File: src/rtl/axi_rd_arbiter.sv
// ============================================================================
// Module   : axi_rd_arbiter
// Purpose  : Shares one AXI read slave (AR + R channels) between NM read
//            masters. One master is granted at a time. The grant is held from
//            the address beat until the last read-data beat of that burst, so
//            R-channel routing needs no ID remapping.
//            Compile option AXI_RDARB_FIXED_PRIO_EN selects fixed priority
//            (lowest index wins). Without it, arbitration is round-robin.
// Revision : 1.0 - initial release
// ============================================================================
`default_nettype none

module axi_rd_arbiter #(
    parameter int NM = 2,
    parameter int AW = 32,
    parameter int DW = 32
) (
    input  logic              clk,
    input  logic              rstn,
    // Master read-address channels (master i at slice [i*W +: W])
    input  logic [NM*4-1:0]   m_arid,
    input  logic [NM*AW-1:0]  m_araddr,
    input  logic [NM*4-1:0]   m_arlen,
    input  logic [NM*3-1:0]   m_arsize,
    input  logic [NM*2-1:0]   m_arburst,
    input  logic [NM*2-1:0]   m_arlock,
    input  logic [NM*4-1:0]   m_arcache,
    input  logic [NM*3-1:0]   m_arprot,
    input  logic [NM-1:0]     m_arvalid,
    output logic [NM-1:0]     m_arready,
    // Master read-data channels (payload shared, valid/ready per master)
    output logic [3:0]        m_rid,
    output logic [DW-1:0]     m_rdata,
    output logic [1:0]        m_rresp,
    output logic              m_rlast,
    output logic [NM-1:0]     m_rvalid,
    input  logic [NM-1:0]     m_rready,
    // Slave read-address channel
    output logic [3:0]        s_arid,
    output logic [AW-1:0]     s_araddr,
    output logic [3:0]        s_arlen,
    output logic [2:0]        s_arsize,
    output logic [1:0]        s_arburst,
    output logic [1:0]        s_arlock,
    output logic [3:0]        s_arcache,
    output logic [2:0]        s_arprot,
    output logic              s_arvalid,
    input  logic              s_arready,
    // Slave read-data channel
    input  logic [3:0]        s_rid,
    input  logic [DW-1:0]     s_rdata,
    input  logic [1:0]        s_rresp,
    input  logic              s_rlast,
    input  logic              s_rvalid,
    output logic              s_rready,
    // Status
    output logic [1:0]        gnt,
    output logic              busy
);

    typedef enum logic [1:0] {
        IDLE = 2'd0,
        ADDR = 2'd1,
        DATA = 2'd2
    } state_t;

    state_t        state_q, state_d;
    logic [1:0]    gnt_q, gnt_d;
    logic [1:0]    winner;
    logic [NM-1:0] gnt_oh;
    logic          ar_hs;
    logic          r_last_hs;

    // One-hot decode of the registered grant, used to steer per-master signals
    always_comb begin
        gnt_oh = '0;
        for (int i = 0; i < NM; i++) begin
            gnt_oh[i] = (gnt_q == 2'(i));
        end
    end

`ifdef AXI_RDARB_FIXED_PRIO_EN
    // Fixed priority: the lowest-index requesting master wins
    always_comb begin
        winner = 2'd0;
        for (int i = NM - 1; i >= 0; i--) begin
            if (m_arvalid[i]) winner = 2'(i);
        end
    end
`else
    logic [1:0] ptr_q, ptr_d;
    logic       found;
    int         idx;

    // Round-robin: search upward from ptr, wrapping modulo NM; first requester wins
    always_comb begin
        winner = 2'd0;
        found  = 1'b0;
        idx    = 0;
        for (int k = 0; k < NM; k++) begin
            idx = int'(ptr_q) + k;
            if (idx >= NM) idx = idx - NM;
            for (int i = 0; i < NM; i++) begin
                if (!found && (i == idx) && m_arvalid[i]) begin
                    winner = 2'(i);
                    found  = 1'b1;
                end
            end
        end
    end

    // Pointer moves to the master after the one whose burst just completed
    always_comb begin
        ptr_d = ptr_q;
        if (r_last_hs) begin
            ptr_d = (gnt_q == 2'(NM - 1)) ? 2'd0 : gnt_q + 2'd1;
        end
    end

    // Round-robin pointer register
    always_ff @(posedge clk or negedge rstn) begin
        if (!rstn) ptr_q <= 2'd0;
        else       ptr_q <= ptr_d;
    end
`endif

    // Channel steering: only the granted master sees ready/valid; IDLE drives all zero
    always_comb begin
        m_arready = '0;
        m_rvalid  = '0;
        s_arvalid = 1'b0;
        s_arid    = '0;
        s_araddr  = '0;
        s_arlen   = '0;
        s_arsize  = '0;
        s_arburst = '0;
        s_arlock  = '0;
        s_arcache = '0;
        s_arprot  = '0;
        s_rready  = 1'b0;
        for (int i = 0; i < NM; i++) begin
            if (gnt_oh[i] && (state_q == ADDR)) begin
                s_arvalid    = m_arvalid[i];
                s_arid       = m_arid[i*4 +: 4];
                s_araddr     = m_araddr[i*AW +: AW];
                s_arlen      = m_arlen[i*4 +: 4];
                s_arsize     = m_arsize[i*3 +: 3];
                s_arburst    = m_arburst[i*2 +: 2];
                s_arlock     = m_arlock[i*2 +: 2];
                s_arcache    = m_arcache[i*4 +: 4];
                s_arprot     = m_arprot[i*3 +: 3];
                m_arready[i] = s_arready;
            end
            if (gnt_oh[i] && (state_q == DATA)) begin
                m_rvalid[i] = s_rvalid;
                s_rready    = m_rready[i];
            end
        end
    end

    // R payload is shared; only the per-master valids qualify it
    assign m_rid   = s_rid;
    assign m_rdata = s_rdata;
    assign m_rresp = s_rresp;
    assign m_rlast = s_rlast;

    assign ar_hs     = s_arvalid & s_arready;
    assign r_last_hs = (state_q == DATA) & s_rvalid & s_rready & s_rlast;

    // Next-state logic: grant in IDLE, hold through the AR handshake and the burst
    always_comb begin
        state_d = state_q;
        gnt_d   = gnt_q;
        case (state_q)
            IDLE: begin
                if (|m_arvalid) begin
                    gnt_d   = winner;
                    state_d = ADDR;
                end
            end
            ADDR: begin
                if (ar_hs) state_d = DATA;
            end
            DATA: begin
                if (r_last_hs) state_d = IDLE;
            end
            default: state_d = IDLE;
        endcase
    end

    // State and grant registers; reset abandons any in-flight burst
    always_ff @(posedge clk or negedge rstn) begin
        if (!rstn) begin
            state_q <= IDLE;
            gnt_q   <= 2'd0;
        end else begin
            state_q <= state_d;
            gnt_q   <= gnt_d;
        end
    end

    assign gnt  = gnt_q;
    assign busy = (state_q != IDLE);

endmodule

`default_nettype wire

File: config.mk
export PLATFORM = sky130hd
export DESIGN_NAME = axi_rd_arbiter
export DESIGN_NICKNAME = d
export VERILOG_FILES = /design/src/rtl/axi_rd_arbiter.sv
export SDC_FILE = /design/constraint.sdc
export NUM_CORES = 1
export LEC_CHECK = 0
export BUFFER_PORTS_ARGS = -buffer_cell sky130_fd_sc_hd__buf_2
export CELL_PAD_IN_SITES_DETAIL_PLACEMENT = 1
export CELL_PAD_IN_SITES_GLOBAL_PLACEMENT = 2
export CORE_UTILIZATION = 10
export CTS_CLUSTER_SIZE = 14
export DETAILED_ROUTE_END_ITERATION = 8
export MAX_ROUTING_LAYER = met4
export PLACE_DENSITY = 0.92
export RECOVER_POWER = 100
export SYNTH_ARGS = -nofsm -noshare
export SYNTH_HDL_FRONTEND = slang
export SYNTH_SLANG_ARGS = --single-unit
File: constraint.sdc
create_clock -name clk -period 1.7 [get_ports clk]
set_clock_uncertainty 0.15 [all_clocks]
set_input_delay 0.17 -clock clk [delete_from_list [all_inputs] [get_ports clk]]
set_output_delay 0.17 -clock clk [all_outputs]
set_load 0.02 [all_outputs]
==> results.py <==
metrics = {
    "drt": {
        "postRouteAntennaNets": 0,
        "firstDrtPassIters": 3,
        "drc": 0,
        "wire_per_inst_um": 15.9,
        "vias": 1699,
        "wirelength_um": 6650,
        "vias_per_cell": 4.06,
        "first_iter_violations": 36,
    },
    "logic_synthesis": {
        "synth.area.top_cells": "a22o_1 41%, buf_4 27%, dfrtp_1 8.6%",
        "synth_cell_types": 23,
        "synth_area_per_cell_um2": 8.54,
        "synth-main-ff-cell": "dfrtp_1",
        "synth_cells": 136,
        "synth.top_cell.area_share": 0.415,
        "yosys_warnings": 0,
        "synth_edf_count": 0,
        "synth-seq-cells": 4,
        "yosysTopAreaCell": "a22o_1",
        "yosysMostFrequentCell": "a22o_1",
        "synth.top_cells.by_count": "55 x a22o_1, 42 x buf_4, 8 x buf_6, 4 x dfrtp_1, 3 x buf_2",
        "syn_area_um2": 1160,
        "ys_seq_area_frac": 0.0862,
        "synth_nets": 291,
        "async_flop_share": 1.00,
    },
    "finish": {
        "finish.utilization": 0.222,
        "antenna_cells": 0,
        "finalNetCount": 435,
        "area_growth_pct": 112,
        "drive_gt1_frac": 0.712,
        "stdcell_area_um2": 2460,
        "regArea_um2": 100,
        "nFillCells": 1346,
        "multi_input_area_um2": 673,
    },
    "grt": {
        "grt_max_degree": 34,
        "grt_pass1_wl_um": 9100,
        "grt_pass1_vias": 1816,
        "antenna_found_initial": 0,
        "track_usage": 0.103,
        "gr-total-overflow": 0,
    },
    "setup_path": {
        "cp-endpoint": "s_araddr[24]",
        "rr_startpoint": "state_q[0]",
        "cp_max_fo": 17,
        "cp.required_ns": 1.38,
        "max_stage_delay_ns": 0.40,
        "r2r_cells": 5,
        "crit_start": "state_q[1]",
        "path_cells": "nor3b_4 > buf_6 > buf_12 > a22o_1 > buf_6",
        "crit_type": "flip-flop to output pin",
        "rr_endpoint": "ptr_q[0]",
        "crit_arrival_ns": 1.50,
        "start_kind": "flip-flop",
        "crit_family": "buffers and inverters",
        "path_depth": 5,
        "worstSetupEndpointType": "output pin",
        "crit_path_top_delay_cell": "dfrtp_1",
        "crit_buf_inv": 3,
        "cp_common_cell": "buf_6",
        "reg2reg_slack_ns": 0.18,
    },
    "clock_tree": {
        "clk_latency_ns": 0.23,
        "clkSinkCount": 4,
        "clockRootBuffer": "clkbuf_16",
        "clockBufferDepth": 2,
        "path_clk_slew_ns": 0.03,
        "htree_levels": 1,
        "cts_tree": "done",
        "numCtsBuffers": 3,
    },
    "floorplan": {
        "die_y_um": 110,
        "dieWidth_um": 110,
        "dieArea_um2": 12000,
        "io_pins": 257,
        "placementRows": 38,
        "coreArea_um2": 11100,
        "start_util": 0.105,
    },
    "sta": {
        "timing.final.ws_setup_ns": -0.122,
        "drv_slew": 0,
        "hold_viol_final": 0,
        "post-route-period-util": 1.07,
        "min_period_ns": 1.82,
        "rsz0062_at_grt": "yes",
        "setup_viol_count_final": 57,
        "hold_ws_ns": 0.0431,
        "fmax_mhz": 549,
    },
    "placed_design": {
        "port_buffers": 179,
        "dp_hpwl_um": 5150,
        "gp_congestion": 0.744,
        "dpl_cell_area_um2": 1920,
        "place_ws_ns": 0.0317,
    },
    "outcome": {
        "outcome": "finished, violations left",
        "violations": "negative setup slack",
    },
    "min_path": {
        "worstHoldPathType": "input port to flip-flop",
        "hold_depth": 2,
    },
    "power_and_ir_drop": {
        "power.density_nw_per_um2": 2240,
        "ir_worst_vdd_mv": 0.882,
        "fin_total_pwr_uw": 5510,
        "cellLeakagePower_uw": 0.00130,
    },
    "flow_run": {
        "drv_cap": 0,
    },
}
per-layer routing:
| metal | vias to the layer above | global-route usage | share of wire |
|---|---|---|---|
| met5 | - | - | 0 |
| met4 | 0 | 0.0314 | 0.015 |
| met3 | 17 | 0.0213 | 0.091 |
| met2 | 118 | 0.195 | 0.53 |
| met1 | 797 | 0.106 | 0.37 |
| li1 | 767 | - | - |
flip-flops by register name, summed over array words and instances, names as in the netlist:
register / cells
gnt: 1
ptr_q: 1
state_q: 2
layout make-up:
cell class	instances	share of cell area
clock buffer	3	0.0305
inverter	2	0.00305
multi-input combinational	77	0.273
sequential	4	0.0406
tap	140	0.0711
timing repair buffer	192	0.582
cell usage in the layout (no fill, tap or decap), types with 3 or more instances in the layout:
cell	count
a22o_1	53
buf_4	4
buf_12	4
clkbuf_1	3
buf_6	57
buf_2	119
clkbuf_16	3
dfrtp_1	4
power breakdown:
part,total [uW],internal (uW),switching (uW)
sequential,179,139,39.7
clock,372,301,71.1
combinational,4960,2500,2460
cell families (layout without fill, tap and decap cells):
logic type      after synthesis  count (layout)  share of synthesized area
simple gates                 14              14                     0.0787
mux                           3               3                     0.0269
compound gates               59              59                      0.436
buf+inv                      55             197                      0.369
other cells                   1               1                    0.00323
flops                         4               4                     0.0862
worst reg2reg max path, stage by stage, from the launching register on:
cell and delay (ns):
dfrtp_1 0.37, clkbuf_1 0.10, clkbuf_2 0.15, nand2b_4 0.17
nor3_1 0.29, mux2i_1 0.22
through the flow:
stage	instances	setup TNS (ns)
2_1_floorplan	136	0
3_3_place_gp	409	0
3_5_place_dp	409	0
4_1_cts	418	-5.64
5_1_grt	418	-8.50
6_report	418	-4.24
worst min path at each step:
stage / start / endpoint / slack [ns]
floorplan: rstn / gnt[0] / -0.28
global placement: rstn / ptr_q[0] / -0.17
detailed placement: rstn / ptr_q[0] / -0.17
CTS: s_arready / state_q[0] / 0.04
global route: s_arready / state_q[0] / 0.06
finish: s_arready / state_q[0] / 0.04
timing repair:
item / 4_1_cts / 5_1_grt
endpoints found under the hold margin: 4 / 0
cloned: 2 / 0
buffers inserted: 3 / 0
hold buffers: 1 / 0
pin swaps: 3 / 8
resized for setup: 115 / 8
endpoints found under the setup margin: 57 / 59
(Power assumes the default switching activity.)
